<file path="src/rtl/mem_lsu_pkg.sv">
// Shared definitions for the memory-stage load/store unit.
// Holds the LSU state encoding, the access-size codes and a misalignment
// helper that the alignment logic uses.
package definitions_pkg;

  typedef enum logic [1:0] {
    IDLE = 2'b00,
    REQ  = 2'b01,
    WAIT = 2'b10,
    DONE = 2'b11
  } lsu_state_t;

  localparam logic [1:0] MEM_BYTE = 2'b00;
  localparam logic [1:0] MEM_HALF = 2'b01;
  localparam logic [1:0] MEM_WORD = 2'b10;

  // A half needs an even address; a word (and the reserved code, which
  // behaves as a word) needs both low address bits clear.
  function automatic logic lsu_misaligned(input logic [1:0] size,
                                          input logic [1:0] addr_lo);
    logic mis;
    mis = 1'b0;
    case (size)
      MEM_BYTE: mis = 1'b0;
      MEM_HALF: mis = addr_lo[0];
      default:  mis = |addr_lo;
    endcase
    return mis;
  endfunction

endpackage

</file>
<file path="src/rtl/mem_lsu_if.sv">
// Data-memory bus between the LSU and the memory responder.
// req/we/addr/be/wdata travel from the LSU (master) to memory (slave);
// gnt/rvalid/rdata travel back. These map onto dmem_*_o / dmem_*_i.
interface mem_lsu_if #(
  parameter int XLEN = 32
);

  logic            req;
  logic            we;
  logic [XLEN-1:0] addr;
  logic [3:0]      be;
  logic [XLEN-1:0] wdata;
  logic            gnt;
  logic            rvalid;
  logic [XLEN-1:0] rdata;

  modport master (
    output req, we, addr, be, wdata,
    input  gnt, rvalid, rdata
  );

  modport slave (
    input  req, we, addr, be, wdata,
    output gnt, rvalid, rdata
  );

endinterface

</file>
<file path="src/rtl/mem_lsu_align.sv">
// Pure combinational byte-lane logic for the LSU.
// Store side works on the live pipeline inputs (byte enables, lane
// replication, misalignment); load side works on the latched access and
// the returned memory word (lane extract plus sign/zero extension).
// Optional feature macro: LSU_MISALIGN_TRAP_EN adds the o_misalign output.
module mem_align
  import definitions_pkg::*;
(
  input  logic [1:0]  i_st_size,
  input  logic [1:0]  i_st_addr_lo,
  input  logic [31:0] i_st_wdata,
  output logic [3:0]  o_st_be,
  output logic [31:0] o_st_wdata,
`ifdef LSU_MISALIGN_TRAP_EN
  output logic        o_misalign,
`endif
  input  logic [1:0]  i_ld_size,
  input  logic        i_ld_sign,
  input  logic [1:0]  i_ld_addr_lo,
  input  logic [31:0] i_ld_rdata,
  output logic [31:0] o_ld_data
);

  logic [1:0]  w_ld_lane;
  logic [31:0] w_ld_shifted;

  // Byte enables and lane-replicated store data; a half ignores addr[0]
  // and a word always covers all four lanes.
  always_comb begin
    o_st_be    = 4'b1111;
    o_st_wdata = i_st_wdata;
    case (i_st_size)
      MEM_BYTE: begin
        o_st_be    = 4'b0001 << i_st_addr_lo;
        o_st_wdata = {4{i_st_wdata[7:0]}};
      end
      MEM_HALF: begin
        o_st_be    = 4'b0011 << {i_st_addr_lo[1], 1'b0};
        o_st_wdata = {2{i_st_wdata[15:0]}};
      end
      default: ;
    endcase
  end

`ifdef LSU_MISALIGN_TRAP_EN
  assign o_misalign = lsu_misaligned(i_st_size, i_st_addr_lo);
`endif

  // Pick the starting lane of the loaded value, matching the store lanes.
  always_comb begin
    w_ld_lane = 2'b00;
    case (i_ld_size)
      MEM_BYTE: w_ld_lane = i_ld_addr_lo;
      MEM_HALF: w_ld_lane = {i_ld_addr_lo[1], 1'b0};
      default:  w_ld_lane = 2'b00;
    endcase
  end

  assign w_ld_shifted = i_ld_rdata >> {w_ld_lane, 3'b000};

  // Mask to the access size and extend to 32 bits.
  always_comb begin
    o_ld_data = w_ld_shifted;
    case (i_ld_size)
      MEM_BYTE: o_ld_data = {{24{i_ld_sign & w_ld_shifted[7]}},  w_ld_shifted[7:0]};
      MEM_HALF: o_ld_data = {{16{i_ld_sign & w_ld_shifted[15]}}, w_ld_shifted[15:0]};
      default:  o_ld_data = w_ld_shifted;
    endcase
  end

endmodule

</file>
<file path="src/rtl/mem_lsu.sv">
// Memory-stage load/store unit of the RV32I pipeline.
// Latches a load/store from the MEM stage, runs it over the req/gnt/rvalid
// bus and stalls the pipeline until the access completes. Store beats load
// when both are requested together.
// Optional feature macro: LSU_MISALIGN_TRAP_EN -- misaligned accesses skip
// the bus and finish with misalign_o set; otherwise low address bits are
// ignored and misalign_o is tied low.
module mem_lsu
  import definitions_pkg::*;
#(
  parameter int XLEN = 32
)
(
  input  logic            clk_i,
  input  logic            rst_ni,
  input  logic            mem_write_mem_i,
  input  logic            mem_read_mem_i,
  input  logic [1:0]      data_memory_size_mem_i,
  input  logic            data_memory_sign_mem_i,
  input  logic [XLEN-1:0] addr_mem_i,
  input  logic [XLEN-1:0] wdata_mem_i,
  mem_lsu_if.master       dmem,
  output logic            stall_o,
  output logic [XLEN-1:0] rdata_o,
  output logic            rdata_valid_o,
  output logic            misalign_o
);

  lsu_state_t      r_state;
  logic [XLEN-1:0] r_addr;
  logic [3:0]      r_be;
  logic [XLEN-1:0] r_wdata;
  logic [1:0]      r_size;
  logic            r_sign;
  logic            r_we;
  logic            r_req;
  logic [XLEN-1:0] r_rdata;
  logic            r_rdata_valid;
`ifdef LSU_MISALIGN_TRAP_EN
  logic            r_misalign;
  logic            w_misalign;
`endif

  logic            w_access;
  logic [3:0]      w_be;
  logic [31:0]     w_st_wdata;
  logic [31:0]     w_ld_data;

  assign w_access = mem_write_mem_i | mem_read_mem_i;

  mem_align u_align (
    .i_st_size    (data_memory_size_mem_i),
    .i_st_addr_lo (addr_mem_i[1:0]),
    .i_st_wdata   (wdata_mem_i),
    .o_st_be      (w_be),
    .o_st_wdata   (w_st_wdata),
`ifdef LSU_MISALIGN_TRAP_EN
    .o_misalign   (w_misalign),
`endif
    .i_ld_size    (r_size),
    .i_ld_sign    (r_sign),
    .i_ld_addr_lo (r_addr[1:0]),
    .i_ld_rdata   (dmem.rdata),
    .o_ld_data    (w_ld_data)
  );

  // Access FSM: latch in IDLE, hold the request until gnt, wait for
  // rvalid on loads, then release the pipeline for one DONE cycle.
  always_ff @(posedge clk_i or negedge rst_ni) begin
    if (!rst_ni) begin
      r_state       <= IDLE;
      r_addr        <= '0;
      r_be          <= '0;
      r_wdata       <= '0;
      r_size        <= '0;
      r_sign        <= 1'b0;
      r_we          <= 1'b0;
      r_req         <= 1'b0;
      r_rdata       <= '0;
      r_rdata_valid <= 1'b0;
`ifdef LSU_MISALIGN_TRAP_EN
      r_misalign    <= 1'b0;
`endif
    end else begin
      case (r_state)
        IDLE: begin
          if (w_access) begin
            r_addr  <= addr_mem_i;
            r_be    <= w_be;
            r_wdata <= w_st_wdata;
            r_size  <= data_memory_size_mem_i;
            r_sign  <= data_memory_sign_mem_i;
            r_we    <= mem_write_mem_i;
`ifdef LSU_MISALIGN_TRAP_EN
            if (w_misalign) begin
              r_misalign <= 1'b1;
              r_state    <= DONE;
            end else begin
              r_req   <= 1'b1;
              r_state <= REQ;
            end
`else
            r_req   <= 1'b1;
            r_state <= REQ;
`endif
          end
        end
        REQ: begin
          if (dmem.gnt) begin
            r_req   <= 1'b0;
            r_state <= r_we ? DONE : WAIT;
          end
        end
        WAIT: begin
          if (dmem.rvalid) begin
            r_rdata       <= w_ld_data;
            r_rdata_valid <= 1'b1;
            r_state       <= DONE;
          end
        end
        DONE: begin
          r_rdata_valid <= 1'b0;
`ifdef LSU_MISALIGN_TRAP_EN
          r_misalign    <= 1'b0;
`endif
          r_state       <= IDLE;
        end
        default: r_state <= IDLE;
      endcase
    end
  end

  // Freeze the pipeline from the cycle an access shows up until DONE.
  always_comb begin
    stall_o = ((r_state == IDLE) && w_access) || (r_state == REQ) || (r_state == WAIT);
  end

  assign dmem.req      = r_req;
  assign dmem.we       = r_we;
  assign dmem.addr     = {r_addr[XLEN-1:2], 2'b00};
  assign dmem.be       = r_be;
  assign dmem.wdata    = r_wdata;
  assign rdata_o       = r_rdata;
  assign rdata_valid_o = r_rdata_valid;
`ifdef LSU_MISALIGN_TRAP_EN
  assign misalign_o    = r_misalign;
`else
  assign misalign_o    = 1'b0;
`endif

endmodule

</file>
<file path="src/flat_wrapper.sv">
// flat-port wrapper written by rule: the top's interface ports become plain ports
module mem_lsu_flat import definitions_pkg::*;
#(
  parameter int XLEN = 32
)
  (clk_i, rst_ni, mem_write_mem_i, mem_read_mem_i, data_memory_size_mem_i, data_memory_sign_mem_i, addr_mem_i, wdata_mem_i, stall_o, rdata_o, rdata_valid_o, misalign_o, dmem_req, dmem_we, dmem_addr, dmem_be, dmem_wdata, dmem_gnt, dmem_rvalid, dmem_rdata);
  mem_lsu_if #(.XLEN(XLEN)) dmem_i ();
  input  logic clk_i;
  input  logic rst_ni;
  input  logic mem_write_mem_i;
  input  logic mem_read_mem_i;
  input  logic [1:0] data_memory_size_mem_i;
  input  logic data_memory_sign_mem_i;
  input  logic [XLEN-1:0] addr_mem_i;
  input  logic [XLEN-1:0] wdata_mem_i;
  output logic stall_o;
  output logic [XLEN-1:0] rdata_o;
  output logic rdata_valid_o;
  output logic misalign_o;
  output wire logic [$bits(dmem_i.req)-1:0] dmem_req;
  output wire logic [$bits(dmem_i.we)-1:0] dmem_we;
  output wire logic [$bits(dmem_i.addr)-1:0] dmem_addr;
  output wire logic [$bits(dmem_i.be)-1:0] dmem_be;
  output wire logic [$bits(dmem_i.wdata)-1:0] dmem_wdata;
  input wire logic [$bits(dmem_i.gnt)-1:0] dmem_gnt;
  input wire logic [$bits(dmem_i.rvalid)-1:0] dmem_rvalid;
  input wire logic [$bits(dmem_i.rdata)-1:0] dmem_rdata;
  assign dmem_req = dmem_i.req;
  assign dmem_we = dmem_i.we;
  assign dmem_addr = dmem_i.addr;
  assign dmem_be = dmem_i.be;
  assign dmem_wdata = dmem_i.wdata;
  assign dmem_i.gnt = dmem_gnt;
  assign dmem_i.rvalid = dmem_rvalid;
  assign dmem_i.rdata = dmem_rdata;
  mem_lsu #(.XLEN(XLEN)) u_core (.clk_i(clk_i), .rst_ni(rst_ni), .mem_write_mem_i(mem_write_mem_i), .mem_read_mem_i(mem_read_mem_i), .data_memory_size_mem_i(data_memory_size_mem_i), .data_memory_sign_mem_i(data_memory_sign_mem_i), .addr_mem_i(addr_mem_i), .wdata_mem_i(wdata_mem_i), .dmem(dmem_i), .stall_o(stall_o), .rdata_o(rdata_o), .rdata_valid_o(rdata_valid_o), .misalign_o(misalign_o));
endmodule
</file>
<file path="config.mk">
export PLATFORM = sky130hd
export DESIGN_NAME = mem_lsu_flat
export DESIGN_NICKNAME = d
export VERILOG_FILES = /design/src/rtl/mem_lsu_pkg.sv /design/src/rtl/mem_lsu_if.sv /design/src/rtl/mem_lsu_align.sv /design/src/rtl/mem_lsu.sv /design/src/flat_wrapper.sv
export SDC_FILE = /design/constraint.sdc
export NUM_CORES = 1
export LEC_CHECK = 0
export CAP_MARGIN = 20
export CORE_AREA = 2 2 113 115
export CTS_BUF_LIST = sky130_fd_sc_hd__clkbuf_8
export DETAILED_ROUTE_END_ITERATION = 10
export DIE_AREA = 0 0 115 117
export GPL_TIMING_DRIVEN = 1
export PLACE_DENSITY = 0.81
export SETUP_SLACK_MARGIN = 0.2
export SYNTH_ARGS = -nofsm -noshare
export SYNTH_HDL_FRONTEND = slang
export SYNTH_SLANG_ARGS = --single-unit
</file>
<file path="constraint.sdc">
create_clock -name clk_i -period 1.9 [get_ports clk_i]
set_input_delay 0.38 -clock clk_i [delete_from_list [all_inputs] [get_ports clk_i]]
set_output_delay 0.38 -clock clk_i [all_outputs]
set_load 0.005 [all_outputs]
</file>
Word level (Yosys, flattened, before mapping)
Index checks and enable logic that the tools add are counted.

Shift-type cells: 3. Bitwise gates (word level): 3. Multiplexer cells: 14. Equality and inequality tests: 8. Reductions and logical operators: 13.

Operators by type and width (number): 32-bit case mux with 2 select lines (2); 32-bit by 5-bit right shift with 32-bit output (1); 2-bit case mux with 4 select lines (1); 4-bit case mux with 2 select lines (1); 2-bit by 1-bit equality test with 1-bit output (second input constant) (3); 2-bit logical NOT (3); 2-bit 2-to-1 mux (3); 2-bit AND reduction (3); 3-bit AND reduction (2); 2-bit equality test (second input constant) (2); 1-bit 2-to-1 mux (4); 2-bit inequality test (second input constant) (2); 1-bit case mux with 2 select lines (2); 2-bit case mux with 2 select lines (1); 2-bit nonzero test (2); 1-bit by 2-bit << shifter with 4-bit output (first input constant) (1); 2-bit by 2-bit << shifter with 4-bit output (first input constant) (1); 1-bit bitwise AND (2); 1-bit logical OR (2); 2-bit by 1-bit inequality test with 1-bit output (second input constant) (1); 1-bit logical AND (1); 1-bit OR (1).

Word-level logic and storage cells: 51. Bits in registers: 108. Bits of input ports: 105. Output and inout bits: 105.

Longest topological paths before layout
Gate-level depths: netlist (run 1).

Depth in word-level cells: 5. Mapped depth: 7.

Modules after synthesis
From an unflattened synthesis (run 1), not the netlist that was laid out.

Cell total of the unflattened synthesis: 435. Area, all modules: 5574.1 µm².

Modules (own cells, without submodules): mem_lsu (seq. area each 2702.6 µm², cells each 285, times used 1, area each 4411.7 µm²); mem_align (seq. area each 0.0 µm², cells each 150, times used 1, area each 1162.4 µm²).

Least setup slack after synthesis (run 1)
OpenSTA, ideal clock, no wires.

Path kind: reg-to-output. Start point: register u_core.r_state[0]. End point: output port stall_o. Stages on the path, launching flop included: 7. Setup slack: 0.212 ns. Data arrival time: 1.308 ns. Path through: dfrtp_1 inv_1 ha_1 o21ai_0 buf_2 buf_2 nand2_1.

Cells in the longest elaborated chain, start to end: 4. Elaborated cells on any way between the ends: 6. Classes of those cells: 2 x eq/ne; 4 x reduce/logical.

Ends and longest elaborated chain: start, declared (RTL line mem_lsu.sv:29) `lsu_state_t r_state;`; start signal, assigned (RTL line mem_lsu.sv:111) `r_state <= r_we ? DONE : WAIT;`; 2-bit logical NOT (RTL line mem_lsu.sv:135) `stall_o = ((r_state == IDLE) && w_access) || (r_state == REQ) || (r_state == WAIT);`; 1-bit logical AND (RTL line mem_lsu.sv:135); 1-bit logical OR (RTL line mem_lsu.sv:135); 1-bit logical OR * (RTL line mem_lsu.sv:135); end, declared (RTL line flat_wrapper.sv:16) `output logic stall_o;`.

Mark *: on every way between the ends. The rest lies on a longest branch, timed or not.

Final worst setup path (run 1)
Start point: register u_core.r_state[1]. End point: output port stall_o.

The elaborated chain is that of the path after synthesis.

==> out/qor.log, run 1 <==
[status] status complete, no violations
[sta] Final Critical Period 1.75 ns
[routing] post-detailed-routing wire length 14400 µm
[setup_path] required time of the critical path 1.52 ns
[placement] GPL Wtd Cong 0.826
[yosys] library cell occupying the most area in the post-synthesis netlist sky130_fd_sc_hd__dfrtp_1
[finish] proportion of layout cells with a drive suffix above 1 0.206
[finish] antenna cells 0
[sta] final-report setup violation count 0
[setup_path] WP data arrival 1.37 ns
[yosys] mean instance size in the synthesized netlist 10.8 µm²
[cts] CTS clk-pin slew, worst paths 0.10 ns
[cts] number of buffers inserted during clock tree synthesis 9
[yosys] Gate Count Post-Synth 494
[sta] maximum frequency from static timing analysis 572 MHz
[yosys] share of synthesized flip-flops with an asynchronous set or reset 1.00
[finish] fin nets 804
[routing] detailed-route via count 4386
[cts] Root Buffer Master sky130_fd_sc_hd__clkbuf_8
[yosys] most common flop cell mapped by yosys sky130_fd_sc_hd__dfrtp_1
[floorplan] number of placement rows 41
[pwr] Leakage 0.00374 µW
[yosys] unique cell type count in the Yosys netlist 41
[pwr] sequential share of power 0.347
[routing] number of DRC violations after detailed-routing iteration 0 269
[routing] Routed WL per cell 17.0 µm
[setup_path] worst setup path category register to output port
[sta] Fin. Hold Viols 0
[yosys] cell with the most instances after synthesis sky130_fd_sc_hd__dfrtp_1
[routing] drc violations 0
[cts] depth of the CTS H-tree 3
[cts] TritonCTS clock tree built
[global_route] residual overflow from global routing 0
[floorplan] Starting Density 0.435
[yosys] total standard cell area after synthesis 0.00536 mm²
[min_path] class of the tightest hold or removal check primary input to async pin
[pwr] Comb pwr share 0.528
[global_route] first-pass GRT wire length 22300 µm
[pwr] post-layout power 11900 µW
[placement] number of I/O port buffers 206
[placement] DP HPWL 10600 µm
[floorplan] area enclosed by the die boundary 0.0135 mm²
[yosys] cell types with the highest counts after synthesis sky130_fd_sc_hd__dfrtp_1, sky130_fd_sc_hd__nand2_1, sky130_fd_sc_hd__a21oi_1
[cts] clk sink count 108
[sta] Clock Skew 0.00889 ns
[pwr] Pint 7930 µW
[pwr] clock power share 0.125
[cts] insertion delay to the later sink of the worst-skew pair 0.38 ns
[yosys] Area contributors post-synth sky130_fd_sc_hd__dfrtp_1, sky130_fd_sc_hd__mux2_2, sky130_fd_sc_hd__buf_4
[yosys] share of the synthesized area in the top cell type 0.505
[global_route] global-route total usage across every layer 0.213
[pwr] net switching component of the power 3950 µW
[finish] FF/Latch Area 0.00270 mm²
[placement] Post-Place Setup Slack -0.0733 ns
[sta] min setup slack post-route 0.151 ns
[sta] unrepaired setup endpoints after global routing true
[routing] number of optimization iterations in the first detailed-route pass 4
[finish] Post-Layout Inst Area 0.00802 mm²
[floorplan] I/O Pins 210
[yosys] total of flip-flops plus latches after synthesis 108
[sta] Pins Over Slew Limit 0
[global_route] largest net degree at the start of global routing 48
[pwr] peak supply drop 816 µV
[finish] Area Overhead vs Synth 49.8%
[sta] share of the clock period used by the worst path after layout 0.921
[setup_path] type of element launching the critical path register
[sta] Worst Hold Slack 0.406 ns
[yosys] part of the Yosys area used for sequential elements 0.505
[setup_path] element type at the critical path end output port
[yosys] number of enable flip-flop cells after synthesis 0
[yosys] warnings from Yosys 0
[placement] instance area at placement 0.00750 mm²
[finish] count of filler cells inserted in the layout 956
[setup_path] maximum fanout along the worst path 4
[finish] multi-input combinational cell area 0.00224 mm²
[pwr] Sw Share 0.333
[routing] mean number of vias per cell 5.17
[global_route] vias in the first global route 4468
[routing] number of antenna-violating nets in the routed design 0
[cts] maximum buffer depth of the clock tree 2
[floorplan] Chip Width 115 µm
[global_route] number of antenna violations at the first check in global routing 0
[floorplan] core region area 0.0123 mm²
[floorplan] vertical die dimension 117 µm
[flow_run] Max-cap violations 0
[pwr] power per standard cell area 1480 mW/mm²
[routing by layer]
layer / part of all wire / global-route usage / routed length, µm
met1: 0.39 / 0.256 / 5680
met2: 0.50 / 0.358 / 7210
met3: 0.090 / 0.0736 / 1300
met4: 0.017 / 0.0771 / 241
met5: 0 / 0 / 0
[flip-flops by register name (all words and copies together) (netlist names)]
signal                cells
u_core.rdata_o           32
u_core.rdata_valid_o      1
u_core.dmem.we            1
u_core.r_addr            32
u_core.r_state            2
u_core.dmem.be            4
u_core.r_size             2
u_core.dmem.wdata        32
u_core.dmem.req           1
u_core.r_sign             1
[per-stage QoR]
stage | utilization | TNS, ns | cells
detailed placement | 0.609 | -0.180 | 817
floorplan | - | 0 | 496
CTS | 0.635 | 0 | 839
global placement | 0.609 | -0.0373 | 817
finish | 0.652 | 0 | 849
global route | 0.652 | 0 | 849
[cells in the final DEF, fill, tap and decap left out, types with 2 or more instances in the layout]
| cell | synthesis | final |
|---|---|---|
| sky130_fd_sc_hd__a21oi_1 | 52 | 52 |
| sky130_fd_sc_hd__a21oi_2 | 11 | 11 |
| sky130_fd_sc_hd__a31oi_1 | 11 | 11 |
| sky130_fd_sc_hd__a31oi_2 | 3 | 3 |
| sky130_fd_sc_hd__buf_12 | 0 | 7 |
| sky130_fd_sc_hd__buf_4 | 37 | 35 |
| sky130_fd_sc_hd__buf_6 | 3 | 2 |
| sky130_fd_sc_hd__buf_8 | 0 | 2 |
| sky130_fd_sc_hd__clkbuf_8 | 0 | 12 |
| sky130_fd_sc_hd__clkdlybuf4s50_1 | 0 | 178 |
| sky130_fd_sc_hd__conb_1 | 1 | 3 |
| sky130_fd_sc_hd__dfrtp_1 | 108 | 108 |
| sky130_fd_sc_hd__dlymetal6s2s_1 | 0 | 26 |
| sky130_fd_sc_hd__ha_4 | 0 | 3 |
| sky130_fd_sc_hd__inv_1 | 21 | 19 |
| sky130_fd_sc_hd__inv_2 | 0 | 2 |
| sky130_fd_sc_hd__mux2_2 | 43 | 43 |
| sky130_fd_sc_hd__mux2i_1 | 24 | 24 |
| sky130_fd_sc_hd__mux4_2 | 6 | 6 |
| sky130_fd_sc_hd__nand2_1 | 60 | 60 |
| sky130_fd_sc_hd__nand2b_1 | 3 | 3 |
| sky130_fd_sc_hd__nor2_1 | 19 | 18 |
| sky130_fd_sc_hd__nor2b_1 | 4 | 3 |
| sky130_fd_sc_hd__nor2b_2 | 1 | 2 |
| sky130_fd_sc_hd__nor3b_4 | 2 | 2 |
| sky130_fd_sc_hd__o21a_1 | 7 | 7 |
| sky130_fd_sc_hd__o21ai_0 | 32 | 31 |
[cell families (layout without fill, tap and decap cells)]
family	Yosys count	in the layout	share of synthesized area
AOI/OAI and AO/OA	127	127	0.147
DFF	108	108	0.505
and+or+nand+nor	93	93	0.0766
buffers and inverters	86	289	0.0934
muxes	75	75	0.168
adders and majority gates	4	4	0.00934
other	1	3	0.000700
[repair_timing]
item | CTS | global route
pin swaps | 3 | 2
endpoints found under the setup margin | 5 | 62
cloned | 0 | 1
gates resized for setup | 16 | 35
hold buffers | 1 | 0
setup buffers | 6 | 9
hold endpoints to repair | 15 | 0
[area by class of cell]
class | count | area share
Clock inverter | 3 | 0.00546
Clock buffer | 12 | 0.0206
Multi-Input combinational cell | 302 | 0.280
Sequential cell | 108 | 0.337
Timing Repair Buffer | 253 | 0.324
Inverter | 21 | 0.00982
Tap cell | 150 | 0.0234
[worst max-delay path: stages (launching register included)]
cell and delay (ns):
sky130_fd_sc_hd__dfrtp_1 0.42, sky130_fd_sc_hd__buf_6 0.14, sky130_fd_sc_hd__ha_4 0.16, sky130_fd_sc_hd__nor2_4 0.09
sky130_fd_sc_hd__nand2_1 0.06, sky130_fd_sc_hd__buf_2 0.13
[path summary, 6_finish.rpt]
path	cells after the start	end	from	slack [ns]
min in group clk_i	2	u_core.rdata_o[1]	u_core.rdata_o[1]	0.48
max in group asynchronous	3	u_core.r_addr[7]	rst_ni	0.97
hold / removal	2	u_core.r_addr[29]	rst_ni	0.41
setup / recovery	5	stall_o	u_core.r_state[1]	0.15
hold reg to reg	2	u_core.rdata_o[1]	u_core.rdata_o[1]	0.48
setup reg to reg	7	u_core.r_state[0]	u_core.r_state[1]	0.19
[power by group through the flow]
| stage | registers (µW) | logic (µW) | clock network, µW |
|---|---|---|---|
| finish | 4120 | 6280 | 1490 |
| global route | 4250 | 6830 | 1650 |
| CTS | 4130 | 6150 | 1530 |
| detailed placement | 4170 | 5890 | 0 |
| global placement | 4090 | 5700 | 0 |
| floorplan | 4090 | 3120 | 0 |
Note: power is estimated with default switching activity, not from simulation.
==> run 2: changes to the inputs <==
PLACE_DENSITY = not set   (was 0.81)
PLACE_DENSITY_LB_ADDON = 0.3   (was not set)
==> out/qor.log, run 2 (same netlist as run 1, synthesis figures left out) <==
[pwr] peak supply drop 1100 µV [+35%]
[finish] leading cell type in the layout, fill and taps excluded sky130_fd_sc_hd__clkdlybuf4s50_1
[routing] number of optimization iterations in the first detailed-route pass 4 [unchanged]
[global_route] global-route total usage across every layer 0.204 [-0.00970]
[status] status complete, no violations
[sta] Final Critical Period 1.74 ns [-0.0114 ns]
[sta] summed negative setup slack over all endpoints 0 ns [unchanged]
[floorplan] Starting Density 0.435 [unchanged]
[setup_path] required time of the critical path 1.52 ns [about the same]
[finish] count of filler cells inserted in the layout 988 [+3.3%]
[sta] Clock Skew 0.00759 ns [-0.00131 ns]
[sta] unrepaired setup endpoints after global routing true
[pwr] post-layout power 11800 µW [-0.84%]
[finish] Area Overhead vs Synth 49.4%
[routing] post-detailed-routing wire length 13800 µm [-4.7%]
[cts] number of buffers inserted during clock tree synthesis 9 [unchanged]
[cts] TritonCTS clock tree built
[setup_path] flop-to-flop setup slack 0.23 ns [+0.04 ns]
[global_route] number of antenna violations at the first check in global routing 0 [unchanged]
[floorplan] number of placement rows 41 [unchanged]
[floorplan] I/O Pins 210 [unchanged]
[finish] antenna cells 0 [unchanged]
[cts] Root Buffer Master sky130_fd_sc_hd__clkbuf_8
[global_route] residual overflow from global routing 0 [unchanged]
[setup_path] cell type group with the largest total delay on the critical path flip-flops
[setup_path] element type at the critical path end output port
[setup_path] Stages on worst setup path 5 [unchanged]
[finish] proportion of layout cells with a drive suffix above 1 0.211 [+0.00490]
[setup_path] startpoint of the worst register-to-register path u_core.r_state[1]
[sta] share of the clock period used by the worst path after layout 0.915 [-0.00601]
[floorplan] Chip Width 115 µm [unchanged]
[finish] final core utilization 0.650 [-0.00193]
[sta] final-report setup violation count 0 [unchanged]
[min_path] class of the tightest hold or removal check primary input to async pin
[setup_path] end point of the critical path stall_o
[setup_path] startpoint of the most critical setup path u_core.r_state[0]
[pwr] power per standard cell area 1470 mW/mm² [-0.55%]
[routing] number of DRC violations after detailed-routing iteration 0 209 [-22%]
[cts] depth of the CTS H-tree 3 [unchanged]
[sta] Fin. Hold Viols 0 [unchanged]
[routing] number of antenna-violating nets in the routed design 0 [unchanged]
[routing] detailed-route via count 4273 [-2.6%]
[global_route] vias in the first global route 4343 [-2.8%]
[placement] DP HPWL 10200 µm [-3.8%]
[floorplan] vertical die dimension 117 µm [unchanged]
[sta] maximum frequency from static timing analysis 576 MHz [+0.66%]
[setup_path] WP data arrival 1.36 ns [about the same]
[placement] number of I/O port buffers 206 [unchanged]
[cts] clk sink count 108 [unchanged]
[floorplan] area enclosed by the die boundary 0.0135 mm² [unchanged]
[placement] GPL Wtd Cong 0.803 [-2.8%]
[setup_path] maximum fanout along the worst path 2 [-2]
[setup_path] worst setup path category register to output port
[setup_path] slowest library cell on the worst path sky130_fd_sc_hd__dfrtp_1
[finish] Post-Layout Inst Area 0.00800 mm² [-0.30%]
[global_route] largest net degree at the start of global routing 44 [-8.3%]
[finish] top library cells by usage in the layout, fill and taps aside sky130_fd_sc_hd__clkdlybuf4s50_1, sky130_fd_sc_hd__dfrtp_1, sky130_fd_sc_hd__nand2_1
[cts] CTS clk-pin slew, worst paths 0.10 ns [about the same]
[floorplan] core region area 0.0123 mm² [unchanged]
[placement] instance area at placement 0.00749 mm² [about the same]
[setup_path] number of buffers and inverters on the critical path 2 [unchanged]
[setup_path] cells on worst reg2reg path 5 [-2]
[flow_run] Max-cap violations 0 [unchanged]
[finish] fin nets 802 [-0.25%]
[cts] insertion delay to the later sink of the worst-skew pair 0.38 ns [about the same]
[sta] Pins Over Slew Limit 0 [unchanged]
[setup_path] series of cell instances along the critical path buf_6 -> ha_4 -> nor2_4 -> nand2_1 -> buf_2
[pwr] Leakage 0.00364 µW [-2.8%]
[setup_path] Reg-to-Reg End u_core.r_state[1]
[routing] Routed WL per cell 16.2 µm [-4.5%]
[global_route] first-pass GRT wire length 21500 µm [-3.7%]
[routing] mean number of vias per cell 5.04 [-2.3%]
[routing] drc violations 0 [unchanged]
[setup_path] type of element launching the critical path register
[cts] maximum buffer depth of the clock tree 2 [unchanged]
[setup_path] largest incremental delay on the critical path 0.41 ns [about the same]
## run 2: cell types whose count changed in the layout (fill, tap and decap cells not counted), sizes merged
cell / delta
dlymetal6s2s: -9
clkdlybuf4s50: +6
buf: -3
dlygate4sd2: +3
clkinv: +2
clkbuf: -1
clkinvlp: +1
inv: -1
## run 2: through the flow
stage	hold slack (ns)	cells	worst slack, ns
detailed placement	0.316	816	-0.107
global placement	0.320	816	-0.0279
global route	0.441	847	0.117
finish	0.441	847	0.162
floorplan	0.0844	496	0.212
CTS	0.424	839	0.150
## run 2: power breakdown
group	switching, µW	total, µW	internal (µW)
combinational	2490	6260	3780
clock	760	1390	632
sequential	678	4130	3450
total	3930	11800	7860
## run 2: worst min-delay path by stage
stage	start	end	slack [ns]	depth (start not counted)
detailed placement	rst_ni	u_core.rdata_o[20]	0.32	1
finish	rst_ni	u_core.rdata_o[20]	0.44	2
CTS	rst_ni	u_core.rdata_o[20]	0.42	2
floorplan	rst_ni	u_core.dmem.be[0]	0.08	0
global route	rst_ni	u_core.rdata_o[20]	0.44	2
global placement	rst_ni	u_core.rdata_o[25]	0.32	1
## run 2: layout make-up
type	instances	area, µm²	area share
Clock buffer	10	138	0.0172
Clock inverter	5	52.6	0.00657
Sequential cell	108	2700	0.338
Inverter	21	81.3	0.0102
Multi-Input combinational cell	302	2280	0.285
Timing Repair Buffer	251	2560	0.320
Tap cell	150	188	0.0235
## run 2: metal layers
layer | wire length [µm] | track usage | vias to the layer above | part of all wire
li1 | - | - | 2066 | -
met1 | 5810 | 0.256 | 2022 | 0.42
met2 | 6540 | 0.331 | 164 | 0.48
met3 | 1170 | 0.0726 | 21 | 0.085
met4 | 244 | 0.0667 | 0 | 0.018
met5 | 0 | 0 | - | 0
## run 2: worst register-to-register path: stages (launching register included)
cell	delay, ns
sky130_fd_sc_hd__dfrtp_2	0.48
sky130_fd_sc_hd__ha_4	0.19
sky130_fd_sc_hd__buf_6	0.12
sky130_fd_sc_hd__nor2b_4	0.12
sky130_fd_sc_hd__a221o_1	0.34
sky130_fd_sc_hd__mux2_4	0.32
## run 2: timing repair
action	4_1_cts	5_1_grt
hold buffers	1	0
gates cloned	0	2
pin swaps	4	5
endpoints found under the setup margin	22	58
resized for setup	22	31
hold endpoints to repair	21	0
setup buffers	7	6
==> variant 1 (config.mk and constraints of run 1) <==
The option `LSU_MISALIGN_TRAP_EN` is turned on by a define.
--- a/src/rtl/mem_lsu_align.sv
+++ b/src/rtl/mem_lsu_align.sv
@@ -5,2 +5,4 @@
 // Optional feature macro: LSU_MISALIGN_TRAP_EN adds the o_misalign output.
+`define LSU_MISALIGN_TRAP_EN
+
 module mem_align
Function: changed (a bounded check fails within 4 cycles, from zero or initial values and one cycle with rst_ni low).
==> variant 1 against run 1 <==
  * Wire length rose by 9.8%
  * Highest routed layer unchanged
  * Combinational power fell by 4.0%
  * Final area barely moved
  * Sequential cell count rose by 1
  * Worst setup slack got worse by 190 ps
  * Via count rose by 11%
  * Power fell by 2.2%
  * Utilization barely moved
  * Critical endpoint unchanged
  * Count of clock-buffer cells in the layout fell by 1
  * Area after synthesis rose by 1.6%
  * The flow now finishes with violations (negative setup slack)
==> variant 1: results <==
{
  "cts_buffer_depth": 2,
  "synthAdderAreaFrac_pct": 0.920,
  "worstSetupPathType": "reg -> out",
  "grt_pass1_wl_um": 25100,
  "r2r_end": "u_core.rdata_o[28]",
  "synth_cell_type_count": 41,
  "drtPass1Iterations": 4,
  "synth_edf_count": 0,
  "drive_above_1_share_pct": 12.9,
  "hp-start": "u_core.r_addr[18]",
  "cpMaxStageDelayCell": "dfrtp_1",
  "r2r_cells": 7,
  "grtUsageTotal_pct": 23.9,
  "nNetsFinal": 895,
  "ys_top_cells_by_area": "dfrtp_1, nand2_1, a21oi_1, buf_4, mux2i_1",
  "vias": 4880,
  "slowest_delay_ps": 400,
  "ys.flop_type": "dfrtp_1",
  "synth_mux_area_share_pct": 7.75,
  "status": "finished, violations left",
  "io_buffers": 207,
  "drt_iter0_drc": 248,
  "drv_slew": 0,
  "synth_top_area_share_pct": 50.1,
  "antenna_cells": 0,
  "htreeDepth": 3,
  "routed_wirelength_um": 15800,
  "crit_family": "simple AND/OR/NAND/NOR gates",
  "worst_slack_ps": -41.1,
  "r2r-start": "u_core.r_state[0]",
  "gp_congestion": 0.859,
  "p_leak_nw": 3.94,
  "dpl.hpwl_um": 11600,
  "crit_arrival_ps": 1560,
  "skew_ps": 15.7,
  "antenna_found_initial": 0,
  "setup_viol": 1,
  "synth_compound_area_share_pct": 15.3,
  "r2r_slack_ps": 240,
  "violations": "negative setup slack",
  "cp_max_fo": 3,
  "grt_pass1_vias": 5055,
  "root_buffer": "clkbuf_8",
  "crit_end": "stall_o",
  "ir_worst_vdd_v": 0.000742,
  "hold_class": "reg -> reg",
  "preCtsSetupSlack_ps": -338,
  "cts_made_buffers": 9,
  "synth_common_cells": "nand2_1, dfrtp_1, a21oi_1, buf_4, o21ai_0",
  "yosysSeqAreaShare_pct": 50.1,
  "grt_max_degree": 88,
  "yosysWarnings": 0,
  "clk_pin_slew_worst_paths_ps": 100,
  "synthXorXnorAreaFrac_pct": 0
}
variant 1: worst min path at each step:
stage                     slack (ps)  cells past startpoint                   end
final                            480                      2     u_core.r_addr[18]
after global routing             500                      3     u_core.r_addr[18]
after global placement           370                      1     u_core.rdata_o[1]
after detailed placement         380                      1     u_core.rdata_o[1]
after floorplan                   80                      0     u_core.dmem.be[0]
after CTS                        490                      2  u_core.dmem.wdata[8]
variant 1: final cells by class:
cell class / count / area, sq um
clock inverters: 5 / 56.3
flip-flops and latches: 109 / 2730
multi-input cells: 392 / 2260
inverters: 23 / 86.3
repair buffers: 251 / 2560
clock buffers: 11 / 151
well taps: 150 / 188
fillers: 970 / 4290
variant 1: tightest hold or removal path, delay by kind of cell (launching register included):
kind	cells	cell delay [ps]
DFF	1	350
and+or+nand+nor	2	100
variant 1: cells by family (layout without fill, tap and decap cells):
family,count (synthesis),count (layout)
AO/OA/AOI/OAI,134,134
other,1,2
flip-flops,109,109
adder cells (fa/ha/maj),4,4
multiplexers,33,33
buffers and inverters,95,290
AND/OR/NAND/NOR,219,219
variant 1: power by group:
| part | switching, mW | internal [mW] | leakage, nW |
|---|---|---|---|
| combinational | 2.70 | 3.34 | 2.48 |
| sequential | 0.670 | 3.43 | 1.35 |
| clock | 0.813 | 0.683 | 0.106 |
| total | 4.18 | 7.44 | 3.94 |
variant 1: timing repair:
item / CTS / global route
endpoints found under the setup margin: 11 / 54
cloned: 0 / 1
setup buffers: 2 / 9
hold buffers: 1 / 0
pin swaps: 2 / 2
resized for setup: 11 / 28
endpoints found under the hold margin: 32 / 0
variant 1: per-layer routing:
layer | up-vias | global-route usage, % | wire [um]
met1 | 2350 | 27.6 | 6140
li1 | 2305 | - | -
met3 | 22 | 7.83 | 1520
met4 | 0 | 8.84 | 342
met2 | 203 | 41.7 | 7840
met5 | - | 0 | 0
variant 1: per-stage QoR:
stage                     TNS (ps)  std cells  area (sq um)
after global placement        -316        912          7610
final                        -41.1        941          8020
after floorplan                  0        596          5450
after global routing          -132        941          8020
after detailed placement      -396        912          7610
after CTS                    -77.8        931          7850
==> variant 2 (settings of run 1) <==
Made on the original files. The 4 states of `lsu_state_t` get a one-hot encoding in 4 bits.
--- a/src/rtl/mem_lsu_pkg.sv
+++ b/src/rtl/mem_lsu_pkg.sv
@@ -5,7 +5,7 @@
 
-  typedef enum logic [1:0] {
-    IDLE = 2'b00,
-    REQ  = 2'b01,
-    WAIT = 2'b10,
-    DONE = 2'b11
+  typedef enum logic [3:0] {
+    IDLE = 4'b0001,
+    REQ  = 4'b0010,
+    WAIT = 4'b0100,
+    DONE = 4'b1000
   } lsu_state_t;
Behaviour: no difference found for any inputs over 4 cycles, from zero or initial values and one cycle with rst_ni low; so few cycles prove little.
==> variant 2 against run 1 <==
  * Final cell count increased by 10%
  * Sequential share of layout area decreased by 0.44 points
  * First-iteration DRC count rose by 32%
  * The flow now finishes with violations (negative setup slack)
  * Power fell by 0.27%
  * Largest power group unchanged
  * Critical path type is now reg -> reg
  * Clock power down 9%
  * Sequential cell count increased by 2
  * Wire length is 12% higher
  * Hold slack better by 21 ps
  * Final area rose by 3.4%
  * Area after synthesis down 1.5%
  * Worst setup slack worse by 170 ps
==> variant 2: results <==
{
  "route.met3.wl_um": 1360,
  "dpl.hpwl_um": 11300,
  "cpMaxStageDelayCell": "dfrtp_1",
  "wl_per_cell_um": 17.3,
  "postCtsSetupBuffers": 21,
  "m1WireLength_um": 6090,
  "slowest_delay_ps": 450,
  "skew_ps": 7.74,
  "antenna_found_initial": 0,
  "ir_worst_vdd_v": 0.000659,
  "seq_area_share_pct": 33.2,
  "switchingPower_mw": 4.13,
  "grtUsageTotal_pct": 23.4,
  "cp_max_fo": 2,
  "seq_power_mw": 4.01,
  "avgSynthCellArea_sq_um": 9.37,
  "grt_use_met3_pct": 6.33,
  "worst_slack_ps": -18.5,
  "r2r_end": "u_core.r_state[0]",
  "drtPass1Iterations": 4,
  "ctsResizeCount": 62,
  "status": "finished, violations left",
  "met1_usage_pct": 26.5,
  "drt_iter0_drc": 354,
  "p_leak_nw": 3.76,
  "n_fill_cell": 954,
  "r2r_cells": 11,
  "final-clk-cell-share_pct": 2.22,
  "met2_usage_pct": 41.9,
  "n_all_buffers": 274,
  "clk-insertion-delay-late_ps": 360,
  "num-multi-input-gates": 378,
  "violations": "negative setup slack",
  "crit_arrival_ps": 2230,
  "synth_cell_type_count": 40,
  "grt_pass1_wl_um": 24600,
  "synth_common_cells": "nand2_1, dfrtp_1, o21ai_0, nor2_1, buf_4",
  "fin_cells": 938,
  "route.met2.wl_um": 8320,
  "crit_family": "buffers and inverters",
  "ys_top_cells_by_area": "dfrtp_1, nand2_1, buf_4, mux2i_1, o21ai_0",
  "gp_congestion": 0.845,
  "grt_max_degree": 58,
  "yosysSeqAreaShare_pct": 52.2,
  "clk-power_mw": 1.35,
  "inverters": 10,
  "cts_sinks": 110,
  "setup_viol": 2,
  "drive_above_1_share_pct": 17.1,
  "buffer_area_share_pct": 33.7,
  "via_per_inst": 5.21,
  "multi_input_area_share_pct": 28.1
}
-- variant 2: cells by family (layout without fill, tap and decap cells) --
| kind of cell | after synthesis | after routing | share of synthesized area [%] |
|---|---|---|---|
| simple gates | 241 | 241 | 19.5 |
| flops | 110 | 110 | 52.2 |
| compound gates | 93 | 93 | 10.3 |
| buf+inv | 77 | 300 | 8.23 |
| mux | 40 | 40 | 9.44 |
| other cells | 1 | 3 | 0.0711 |
| xor+xnor | 1 | 1 | 0.166 |
-- variant 2: stage by stage --
step | total power [mW] | hold WS [ps] | instance area (sq um) | setup slack [ps] | TNS, ps
after CTS | 11.4 | 417 | 8090 | -6.75 | -6.75
final | 11.9 | 427 | 8300 | -18.5 | -29.3
after floorplan | 6.61 | 84.4 | 5290 | 153 | 0
after global routing | 12.7 | 446 | 8300 | -101 | -190
after detailed placement | 9.32 | 280 | 7510 | -139 | -2760
after global placement | 9.11 | 281 | 7510 | -130 | -1370
